## config.mk

```make
export PLATFORM = sky130hd
export DESIGN_NAME = e203_icb_sram_resp_flat
export DESIGN_NICKNAME = d
export VERILOG_FILES = /design/src/rtl/e203_icb_sram_resp_if.sv /design/src/rtl/e203_icb_sram_resp.sv /design/src/flat_wrapper.sv
export SDC_FILE = /design/constraint.sdc
export NUM_CORES = 1
export LEC_CHECK = 0
export CAP_MARGIN = 20
export CORE_ASPECT_RATIO = 0.75
export CORE_MARGIN = 3
export CORE_UTILIZATION = 46
export CTS_BUF_LIST = sky130_fd_sc_hd__clkbuf_16
export DETAILED_ROUTE_END_ITERATION = 10
export PLACE_DENSITY = 0.87
export RECOVER_POWER = 100
export SKIP_LAST_GASP = 1
export SYNTH_ARGS = -nofsm -noshare
export SYNTH_HDL_FRONTEND = slang
export SYNTH_SLANG_ARGS = --single-unit
```

## constraint.sdc

```tcl
create_clock -name clk -period 5.98 [get_ports clk]
set_input_delay 1.196 -clock clk [delete_from_list [all_inputs] [get_ports clk]]
set_output_delay 1.196 -clock clk [all_outputs]
set_load 0.02 [all_outputs]
```

## src/rtl/e203_icb_sram_resp_if.sv

```systemverilog
// ICB command/response bundle between an LSU-side requester (master) and an
// SRAM-backed responder (slave).
interface e203_icb_sram_resp_if #(
    parameter int AW = 32,
    parameter int DW = 32
);
    logic              icb_cmd_valid;
    logic              icb_cmd_ready;
    logic [AW-1:0]     icb_cmd_addr;
    logic              icb_cmd_read;
    logic [DW-1:0]     icb_cmd_wdata;
    logic [DW/8-1:0]   icb_cmd_wmask;
    logic [1:0]        icb_cmd_size;
    logic              icb_cmd_excl;
    logic              icb_rsp_valid;
    logic              icb_rsp_ready;
    logic              icb_rsp_err;
    logic              icb_rsp_excl_ok;
    logic [DW-1:0]     icb_rsp_rdata;

    modport master (
        output icb_cmd_valid, icb_cmd_addr, icb_cmd_read, icb_cmd_wdata,
               icb_cmd_wmask, icb_cmd_size, icb_cmd_excl, icb_rsp_ready,
        input  icb_cmd_ready, icb_rsp_valid, icb_rsp_err, icb_rsp_excl_ok,
               icb_rsp_rdata
    );

    modport slave (
        input  icb_cmd_valid, icb_cmd_addr, icb_cmd_read, icb_cmd_wdata,
               icb_cmd_wmask, icb_cmd_size, icb_cmd_excl, icb_rsp_ready,
        output icb_cmd_ready, icb_rsp_valid, icb_rsp_err, icb_rsp_excl_ok,
               icb_rsp_rdata
    );
endinterface

```

## src/rtl/e203_icb_sram_resp.sv

```systemverilog
// ICB responder in front of a single-port synchronous SRAM.
// Accepts byte/half/word reads and masked writes, keeps up to two responses
// outstanding (one-cycle pending stage + 2-entry FIFO) and hosts the lr/sc
// reservation monitor.
// Optional feature macro: E203_ICB_SRAM_EXCL_EN enables the reservation
// monitor; without it exclusive accesses behave as normal accesses and
// exclusive writes report excl_ok = ~err.
module e203_icb_sram_resp #(
    parameter int              AW        = 32,
    parameter int              DW        = 32,
    parameter int              SRAM_AW   = 14,
    parameter logic [AW-1:0]   BASE_ADDR = 32'h9000_0000
) (
    input  logic                 clk,
    input  logic                 rst,
    e203_icb_sram_resp_if.slave  icb,
    input  logic                 excl_clr,
    output logic                 ram_cs,
    output logic                 ram_we,
    output logic [SRAM_AW-1:0]   ram_addr,
    output logic [DW/8-1:0]      ram_wem,
    output logic [DW-1:0]        ram_din,
    input  logic [DW-1:0]        ram_dout
);

    localparam int RW    = SRAM_AW + 2;   // log2 of region size in bytes
    localparam int RSP_W = DW + 2;

    typedef struct packed {
        logic [DW-1:0] rdata;
        logic          err;
        logic          excl_ok;
    } rsp_ent_t;

    // Outstanding-response bookkeeping
    logic [1:0] cnt_q, cnt_d;

    // Pending stage: the access issued to the SRAM last cycle
    logic pend_vld_q, pend_vld_d;
    logic pend_err_q, pend_err_d;
    logic pend_excl_ok_q, pend_excl_ok_d;
    logic pend_read_q, pend_read_d;

    // Two-entry response FIFO
    rsp_ent_t   fifo_q [2];
    rsp_ent_t   fifo_d [2];
    logic       wr_ptr_q, wr_ptr_d;
    logic       rd_ptr_q, rd_ptr_d;
    logic [1:0] fifo_cnt_q, fifo_cnt_d;

    // Combinational decode / handshake signals
    logic     cmd_ready_s;
    logic     cmd_hs_s;
    logic     hit_s;
    logic     mis_s;
    logic     err_s;
    logic     excl_ok_s;
    logic     excl_fail_s;
    logic     fifo_empty_s;
    logic     rsp_valid_s;
    logic     rsp_hs_s;
    logic     push_s;
    logic     pop_s;
    rsp_ent_t pend_ent_s;
    rsp_ent_t rsp_ent_s;

    assign cmd_ready_s  = (cnt_q < 2'd2);
    assign cmd_hs_s     = icb.icb_cmd_valid & cmd_ready_s;
    assign fifo_empty_s = (fifo_cnt_q == 2'd0);

    // Address range and alignment decode of the offered command
    always_comb begin
        hit_s = (icb.icb_cmd_addr[AW-1:RW] == BASE_ADDR[AW-1:RW]);
        case (icb.icb_cmd_size)
            2'd0:    mis_s = 1'b0;
            2'd1:    mis_s = icb.icb_cmd_addr[0];
            2'd2:    mis_s = (icb.icb_cmd_addr[1:0] != 2'b00);
            default: mis_s = 1'b1;
        endcase
        err_s = ~hit_s | mis_s;
    end

`ifdef E203_ICB_SRAM_EXCL_EN
    logic          resv_vld_q, resv_vld_d;
    logic [AW-3:0] resv_addr_q, resv_addr_d;
    logic          resv_match_s;
    logic          resv_hit_s;

    assign resv_match_s = (resv_addr_q == icb.icb_cmd_addr[AW-1:2]);
    assign resv_hit_s   = resv_vld_q & resv_match_s;

    // Exclusive-store outcome: a store without a live matching reservation is suppressed
    always_comb begin
        if (icb.icb_cmd_excl & ~icb.icb_cmd_read) begin
            excl_fail_s = ~resv_hit_s;
            excl_ok_s   = resv_hit_s & ~err_s;
        end else begin
            excl_fail_s = 1'b0;
            excl_ok_s   = 1'b0;
        end
    end

    // Reservation update; a new lr beats a simultaneous kill since it is younger
    always_comb begin
        resv_vld_d  = resv_vld_q;
        resv_addr_d = resv_addr_q;
        if (cmd_hs_s & icb.icb_cmd_excl & icb.icb_cmd_read & ~err_s) begin
            resv_vld_d  = 1'b1;
            resv_addr_d = icb.icb_cmd_addr[AW-1:2];
        end else if (excl_clr) begin
            resv_vld_d = 1'b0;
        end else if (cmd_hs_s & ~icb.icb_cmd_read &
                     (icb.icb_cmd_excl | (~err_s & resv_match_s))) begin
            resv_vld_d = 1'b0;
        end else begin
            resv_vld_d = resv_vld_q;
        end
    end

    // Reservation registers
    always_ff @(posedge clk or posedge rst) begin
        if (rst) begin
            resv_vld_q  <= 1'b0;
            resv_addr_q <= {(AW-2){1'b0}};
        end else begin
            resv_vld_q  <= resv_vld_d;
            resv_addr_q <= resv_addr_d;
        end
    end
`else
    logic unused_excl_clr_s;
    assign unused_excl_clr_s = excl_clr;

    // Without the monitor every exclusive store goes through and succeeds unless it errors
    always_comb begin
        excl_fail_s = 1'b0;
        if (icb.icb_cmd_excl & ~icb.icb_cmd_read) begin
            excl_ok_s = ~err_s;
        end else begin
            excl_ok_s = 1'b0;
        end
    end
`endif

    // SRAM is driven straight from the accepted command in the accept cycle
    assign ram_cs   = cmd_hs_s & ~err_s & ~excl_fail_s;
    assign ram_we   = ~icb.icb_cmd_read;
    assign ram_addr = icb.icb_cmd_addr[RW-1:2];
    assign ram_wem  = icb.icb_cmd_wmask;
    assign ram_din  = icb.icb_cmd_wdata;

    // Response source: FIFO head if anything is queued, else the pending stage (bypass)
    always_comb begin
        pend_ent_s.rdata   = (pend_read_q & ~pend_err_q) ? ram_dout : {DW{1'b0}};
        pend_ent_s.err     = pend_err_q;
        pend_ent_s.excl_ok = pend_excl_ok_q;
        if (!fifo_empty_s) begin
            rsp_ent_s = fifo_q[rd_ptr_q];
        end else begin
            rsp_ent_s = pend_ent_s;
        end
    end

    assign rsp_valid_s = ~fifo_empty_s | pend_vld_q;
    assign rsp_hs_s    = rsp_valid_s & icb.icb_rsp_ready;
    // The pending entry skips the FIFO only when it is consumed directly this cycle
    assign push_s      = pend_vld_q & ~(fifo_empty_s & icb.icb_rsp_ready);
    assign pop_s       = rsp_hs_s & ~fifo_empty_s;

    assign icb.icb_cmd_ready   = cmd_ready_s;
    assign icb.icb_rsp_valid   = rsp_valid_s;
    assign icb.icb_rsp_err     = rsp_ent_s.err;
    assign icb.icb_rsp_excl_ok = rsp_ent_s.excl_ok;
    assign icb.icb_rsp_rdata   = rsp_ent_s.rdata;

    // Next-state for the outstanding count and the pending stage
    always_comb begin
        case ({cmd_hs_s, rsp_hs_s})
            2'b10:   cnt_d = cnt_q + 2'd1;
            2'b01:   cnt_d = cnt_q - 2'd1;
            default: cnt_d = cnt_q;
        endcase
        pend_vld_d = cmd_hs_s;
        if (cmd_hs_s) begin
            pend_err_d     = err_s;
            pend_excl_ok_d = excl_ok_s;
            pend_read_d    = icb.icb_cmd_read;
        end else begin
            pend_err_d     = pend_err_q;
            pend_excl_ok_d = pend_excl_ok_q;
            pend_read_d    = pend_read_q;
        end
    end

    // Next-state for the response FIFO
    always_comb begin
        fifo_d[0] = fifo_q[0];
        fifo_d[1] = fifo_q[1];
        wr_ptr_d  = wr_ptr_q;
        rd_ptr_d  = rd_ptr_q;
        if (push_s) begin
            fifo_d[wr_ptr_q] = pend_ent_s;
            wr_ptr_d         = ~wr_ptr_q;
        end else begin
            wr_ptr_d = wr_ptr_q;
        end
        if (pop_s) begin
            rd_ptr_d = ~rd_ptr_q;
        end else begin
            rd_ptr_d = rd_ptr_q;
        end
        case ({push_s, pop_s})
            2'b10:   fifo_cnt_d = fifo_cnt_q + 2'd1;
            2'b01:   fifo_cnt_d = fifo_cnt_q - 2'd1;
            default: fifo_cnt_d = fifo_cnt_q;
        endcase
    end

    // State registers; reset drops everything in flight
    always_ff @(posedge clk or posedge rst) begin
        if (rst) begin
            cnt_q          <= 2'd0;
            pend_vld_q     <= 1'b0;
            pend_err_q     <= 1'b0;
            pend_excl_ok_q <= 1'b0;
            pend_read_q    <= 1'b0;
            fifo_q[0]      <= {RSP_W{1'b0}};
            fifo_q[1]      <= {RSP_W{1'b0}};
            wr_ptr_q       <= 1'b0;
            rd_ptr_q       <= 1'b0;
            fifo_cnt_q     <= 2'd0;
        end else begin
            cnt_q          <= cnt_d;
            pend_vld_q     <= pend_vld_d;
            pend_err_q     <= pend_err_d;
            pend_excl_ok_q <= pend_excl_ok_d;
            pend_read_q    <= pend_read_d;
            fifo_q[0]      <= fifo_d[0];
            fifo_q[1]      <= fifo_d[1];
            wr_ptr_q       <= wr_ptr_d;
            rd_ptr_q       <= rd_ptr_d;
            fifo_cnt_q     <= fifo_cnt_d;
        end
    end

endmodule

```

## src/flat_wrapper.sv

```systemverilog
// flat-port wrapper written by rule: the top's interface ports become plain ports
module e203_icb_sram_resp_flat 
#(
    parameter int              AW        = 32,
    parameter int              DW        = 32,
    parameter int              SRAM_AW   = 14,
    parameter logic [AW-1:0]   BASE_ADDR = 32'h9000_0000
)
  (clk, rst, excl_clr, ram_cs, ram_we, ram_addr, ram_wem, ram_din, ram_dout, icb_icb_cmd_valid, icb_icb_cmd_addr, icb_icb_cmd_read, icb_icb_cmd_wdata, icb_icb_cmd_wmask, icb_icb_cmd_size, icb_icb_cmd_excl, icb_icb_rsp_ready, icb_icb_cmd_ready, icb_icb_rsp_valid, icb_icb_rsp_err, icb_icb_rsp_excl_ok, icb_icb_rsp_rdata);
  e203_icb_sram_resp_if #(.AW(AW), .DW(DW)) icb_i ();
  input  logic clk;
  input  logic rst;
  input  logic excl_clr;
  output logic ram_cs;
  output logic ram_we;
  output logic [SRAM_AW-1:0] ram_addr;
  output logic [DW/8-1:0] ram_wem;
  output logic [DW-1:0] ram_din;
  input  logic [DW-1:0] ram_dout;
  input wire logic [$bits(icb_i.icb_cmd_valid)-1:0] icb_icb_cmd_valid;
  input wire logic [$bits(icb_i.icb_cmd_addr)-1:0] icb_icb_cmd_addr;
  input wire logic [$bits(icb_i.icb_cmd_read)-1:0] icb_icb_cmd_read;
  input wire logic [$bits(icb_i.icb_cmd_wdata)-1:0] icb_icb_cmd_wdata;
  input wire logic [$bits(icb_i.icb_cmd_wmask)-1:0] icb_icb_cmd_wmask;
  input wire logic [$bits(icb_i.icb_cmd_size)-1:0] icb_icb_cmd_size;
  input wire logic [$bits(icb_i.icb_cmd_excl)-1:0] icb_icb_cmd_excl;
  input wire logic [$bits(icb_i.icb_rsp_ready)-1:0] icb_icb_rsp_ready;
  output wire logic [$bits(icb_i.icb_cmd_ready)-1:0] icb_icb_cmd_ready;
  output wire logic [$bits(icb_i.icb_rsp_valid)-1:0] icb_icb_rsp_valid;
  output wire logic [$bits(icb_i.icb_rsp_err)-1:0] icb_icb_rsp_err;
  output wire logic [$bits(icb_i.icb_rsp_excl_ok)-1:0] icb_icb_rsp_excl_ok;
  output wire logic [$bits(icb_i.icb_rsp_rdata)-1:0] icb_icb_rsp_rdata;
  assign icb_i.icb_cmd_valid = icb_icb_cmd_valid;
  assign icb_i.icb_cmd_addr = icb_icb_cmd_addr;
  assign icb_i.icb_cmd_read = icb_icb_cmd_read;
  assign icb_i.icb_cmd_wdata = icb_icb_cmd_wdata;
  assign icb_i.icb_cmd_wmask = icb_icb_cmd_wmask;
  assign icb_i.icb_cmd_size = icb_icb_cmd_size;
  assign icb_i.icb_cmd_excl = icb_icb_cmd_excl;
  assign icb_i.icb_rsp_ready = icb_icb_rsp_ready;
  assign icb_icb_cmd_ready = icb_i.icb_cmd_ready;
  assign icb_icb_rsp_valid = icb_i.icb_rsp_valid;
  assign icb_icb_rsp_err = icb_i.icb_rsp_err;
  assign icb_icb_rsp_excl_ok = icb_i.icb_rsp_excl_ok;
  assign icb_icb_rsp_rdata = icb_i.icb_rsp_rdata;
  e203_icb_sram_resp #(.AW(AW), .DW(DW), .SRAM_AW(SRAM_AW), .BASE_ADDR(BASE_ADDR)) u_core (.clk(clk), .rst(rst), .icb(icb_i), .excl_clr(excl_clr), .ram_cs(ram_cs), .ram_we(ram_we), .ram_addr(ram_addr), .ram_wem(ram_wem), .ram_din(ram_din), .ram_dout(ram_dout));
endmodule
```

* After elaboration in Yosys (flattened, before gate mapping)
Index checks and enable logic that the tools add are counted.
** Word-level totals
- Register bits after elaboration :: 78
- Bits of input ports :: 109
- Output and inout port bits :: 88
- Logic and storage cells :: 67
** Cells by class
- Add/subtract/negate cells :: 4
- $lt $le $gt $ge :: 4
- Eq/ne operators :: 7
- Multiplexer cells :: 12
- Bitwise operators :: 20
- Reductions and logical operators :: 6
** Operator list (number)
- $mux 34 :: 5
- $bwmux 68 :: 1
- $demux 34 s1 :: 1
- $mux 32 :: 1
- $eq 16x16->1 const B :: 1
- $and 1x1->1 :: 8
- $not 1->1 :: 8
- $pmux 2 s2 :: 2
- $eq 2x1->1 const B :: 3
- $eq 2x2->1 const B :: 3
- $reduce_bool 2->1 :: 3
- $add 2x1->2 const B :: 2
- $ge 2x2->1 const B :: 2
- $logic_not 2->1 :: 2
- $not 1->2 :: 2
- $sub 2x1->2 const B :: 2
- $pmux 1 s3 :: 1
- $lt 2x1->1 const B :: 1
- $lt 2x2->1 const B :: 1
- $or 1x1->1 :: 2
- $logic_and 1x1->1 :: 1
- $mux 1 :: 1

* Depth between registers and ports, before layout
- Word-level depth :: 7
- Mapped depth :: 7

* Least setup slack after synthesis
No wires, ideal clock.
- Path kind :: input to output
- Start point :: input port icb_icb_cmd_addr[20]
- End point :: output port ram_cs
- Arrival time :: 1.926 ns
- Slack :: 2.858 ns
- Cell stages on the path :: 3
- Buffers on the path :: 0
- Cells stage by stage :: nor4_1 > nand4_1 > nor2_1
** On the way
- Cells in the longest elaborated chain, start to end :: 5
** Ends and longest elaborated chain
- start: declaration :: RTL line flat_wrapper.sv:21 : input wire logic [$bits(icb_i.icb_cmd_addr)-1:0] icb_icb_cmd_addr;
- $eq 16x16->1 :: RTL line e203_icb_sram_resp.sv:73 : hit_s = (icb.icb_cmd_addr[AW-1:RW] == BASE_ADDR[AW-1:RW]);
- $not 1->1 :: RTL line e203_icb_sram_resp.sv:80 : err_s = ~hit_s | mis_s;
- $or 1x1->1 :: RTL line e203_icb_sram_resp.sv:80
- $not 1->1 :: RTL line e203_icb_sram_resp.sv:146 : assign ram_cs = cmd_hs_s & ~err_s & ~excl_fail_s;
- $and 1x1->1 :: RTL line e203_icb_sram_resp.sv:146
- end: declaration :: RTL line flat_wrapper.sv:14 : output logic ram_cs;
No other way between the ends.

* Final worst setup path
- Start point :: input port icb_icb_rsp_ready
- End point :: register u_core.fifo_q[18] (netlist name)
** On the way
- Cells in the longest elaborated chain, start to end :: 3
** Ends and longest elaborated chain
- start: declaration :: RTL line flat_wrapper.sv:27 : input wire logic [$bits(icb_i.icb_rsp_ready)-1:0] icb_icb_rsp_ready;
- $and 1x1->1 :: RTL line e203_icb_sram_resp.sv:167 : assign push_s = pend_vld_q & ~(fifo_empty_s & icb.icb_rsp_ready);
- $not 1->1 :: RTL line e203_icb_sram_resp.sv:167
- $and 1x1->1 :: RTL line e203_icb_sram_resp.sv:167
- end: declaration :: RTL line e203_icb_sram_resp.sv:45 : rsp_ent_t fifo_q [2];
No other way between the ends.
A chain may end at the register's enable or synchronous reset.

==> results by group <==
Die
  – Die Height: 91.0 µm
  – Die ar.: 10900 µm²
  – # IOs: a little under 200
  – Starting Density: 0.480
  – Die X: between 100 and 150 µm
  – Count of standard-cell rows: 30
  – Core Region: roughly 9200 µm²

Clocking
  – Clock Pin Slew Worst Setup and Hold Paths: 50 ps
  – Root buf cell: clkbuf_16
  – Clock Tree Buf Depth: 2
  – CTS Hold Bufs: 0
  – CTS Sinks: 78
  – H-tree depth: 3
  – TritonCTS clock tree: done
  – Gates resized, CTS repair: 0
  – Worst skew pair latency: about 330 ps
  – Post-CTS setup buffer count: 0
  – CTS buffer count: 9

Synth
  – Synthesized area per cell: ~11 µm²
  – Net Count, Synth: roughly 510
  – Synth Register Bits: 78
  – Synth area leader: dfrtp_1
  – Sequential fraction of the synthesis area: 0.440
  – Yosys warning total: 0
  – Cell area after synthesis: about 4400 µm²
  – Cells after synthesis: 396
  – Area contributors post-synth: dfrtp_1 (44%), mux2_2 (14%), buf_4 (9.0%)
  – Distinct cell type count after synthesis: 30
  – Top cell type's share of synthesized area: 0.440

Timing
  – Final min period: 4590 ps
  – RSZ-0062 raised after global routing: false
  – Pins Over Slew Limit: slightly above 50
  – Fmax: between 0.2 and 0.25 GHz
  – Clock Skew: between 9 and 10 ps
  – Final Hold Fails: 0
  – Final setup viols: 0
  – WHS: around 480 ps
  – Final setup TNS: 0 ps
  – Final Cycle Share: 0.767
  – Tightest Pin Transition: 2450 ps
  – Rel. slew slack: -0.656

Route
  – Via density: 5.20
  – DR DRC count: 0
  – DR pass1 iterations: 4
  – Via count: between 2000 and 3000
  – Routed WL per cell: 16.1 µm
  – DR iter-0 viols: between 90 and 100
  – Final wirelength: around 9100 µm
  – Post-route ant nets: 0

Global routing
  – Total Routing Usage GR: 0.171
  – Initial antenna violation count: 0
  – First-pass GRT wire length: between 15000 and 20000 µm
  – Largest net degree at the start of global routing: between 70 and 80
  – Gr ovfl total: 0
  – Vias in the first global route: a little over 3000

Finish
  – Multi-input logic area: ~1900 µm²
  – Final core utilization: 0.584
  – Area grow syn2layout: 21.6%
  – Most frequent cells in the layout: dfrtp_1 (77), mux2_2 (55), clkdlybuf4s50_1 (55), dlygate4sd3_1 (40), o21ai_0 (37)
  – Total Nets Final: between 500 and 600
  – Layout cells sized above 1: 0.182
  – Seq. cell area: between 1500 and 2000 µm²
  – Fill cells: between 700 and 800
  – Diode count: 0
  – Commonest non-fill, non-tap cell in the layout: dfrtp_1

Critical path
  – Crit-path cells: dlygate4sd3_1 -> inv_1 -> o311ai_1 -> buf_4 -> mux2_2
  – Delay-heaviest family, CP: compound AO/OA/AOI/OAI gates
  – Worst r2r src: u_core.fifo_cnt_q[0]$_DFFE_PP0P_
  – Crit path from: icb_icb_rsp_ready
  – Length in cells of the worst reg-to-reg path: 3
  – CP max stage cell: o311ai_1
  – Setup crit start kind: primary input
  – CP peak stage delay: between 1500 and 2000 ps
  – Reg2reg setup slack: ~2500 ps
  – Crit. End Element: flip-flop
  – Required time of the critical path: ~6200 ps
  – CP Class: primary input to flip-flop
  – FF-to-FF End: u_core.fifo_q[18]$_DFFE_PP0P_
  – Crit path DAT: about 4800 ps
  – Worst Path Buf+Inv: 3
  – Max FO, Critical Path: 20

Hold path
  – Hold_sp: u_core.cnt_q[0]$_DFFE_PP0P_
  – Hold Path End: u_core.cnt_q[0]$_DFFE_PP0P_
  – WHS Path Cells: 1
  – Worst hold path type: flip-flop to flip-flop

Placement
  – IO buf count: 95
  – DP HPWL: between 6000 and 7000 µm
  – GPL Wtd Cong: approximately 0.71

Pwr
  – Comb pwr share: 0.271
  – Sw Ratio: 0.309
  – Worst-case vdd ir drop: a little under 0.2 mV
  – Internal: between 1 and 1.5 mW
  – Clk pwr share: 0.349
  – Reported net switching power: between 500 and 600 µW
  – Reg power frac: 0.380
  – PwrDens: 304 nW/µm²
  – Pwr Total: between 1.5 and 2 mW
  – Pleak: 2.56 nW

Flow run
  – Max-cap violations: 2

Outcome
  – Status: finished, violations left
  – Failing checks: max-capacitance violations, max-slew violations
cells by family (layout without fill, tap and decap cells):
logic type,after synthesis,after routing,synth area share
AO/OA/AOI/OAI,43,43,0.0590
AND/OR/NAND/NOR,82,82,0.102
buffers and inverters,81,124,0.120
XOR/XNOR,8,8,0.0158
multiplexers,102,102,0.258
adder cells (fa/ha/maj),2,2,0.00564
flip-flops,78,78,0.440
cells in the mapped netlist:
library cell	number
o22a_1	1
clkbuf_1	14
nor2_1	4
dfrtp_1	78
o21ai_0	37
nand3_1	33
o41ai_1	1
a21oi_1	1
xor2_1	2
and2_1	32
a21o_1	1
nor2_2	1
nor4bb_1	1
nand2b_1	1
inv_1	7
mux2i_1	34
nand4_1	1
nand2_1	5
nor2b_1	1
xnor2_1	6
a211oi_4	1
ha_1	2
mux2_1	2
mux2_2	56
buf_2	4
o311ai_4	1
buf_6	3
mux2_4	10
nor4_1	3
buf_4	53
power groups by stage:
stage               clock network (mW)  logic, mW  registers, mW
floorplan                            0      0.404          0.595
global placement                     0      0.403          0.666
detailed placement                   0      0.415          0.669
CTS                              0.583      0.416          0.659
global route                     0.608      0.480          0.629
finish                           0.572      0.443          0.622
per-stage QoR:
stage               cell area [µm²]  cells  setup slack (ps)
floorplan                      4440    396              2790
detailed placement             5110    550              1940
finish                         5390    567              1390
CTS                            5420    566              1930
global route                   5390    567              1170
global placement               5090    549              1950
registers in the layout (all words and copies together), names as in the netlist:
name	cells
u_core.pend_excl_ok_q	1
u_core.wr_ptr_q	1
u_core.fifo_q	68
u_core.pend_read_q	1
u_core.rd_ptr_q	1
u_core.cnt_q	2
u_core.pend_err_q	1
u_core.fifo_cnt_q	2
u_core.pend_vld_q	1
area by class of cell:
cell class	instances	share of cell area
clock inverters	7	0.0165
well taps	128	0.0297
repair buffers	101	0.190
multi-input cells	237	0.355
flip-flops and latches	78	0.362
clock buffers	9	0.0418
inverters	7	0.00487
metal layers:
layer,GRT usage,part of all wire
met4,0.0486,0.011
met2,0.287,0.49
met1,0.210,0.43
met5,0,0
met3,0.0598,0.067
worst max path at each step:
| stage | depth (start not counted) | endpoint |
|---|---|---|
| floorplan | 1 | u_core.cnt_q[0]$_DFFE_PP0P_ |
| global placement | 5 | ram_cs |
| detailed placement | 5 | ram_cs |
| CTS | 5 | ram_cs |
| global route | 5 | u_core.fifo_q[18]$_DFFE_PP0P_ |
| finish | 5 | u_core.fifo_q[18]$_DFFE_PP0P_ |
No activity file was read; power rests on OpenSTA's default activity.
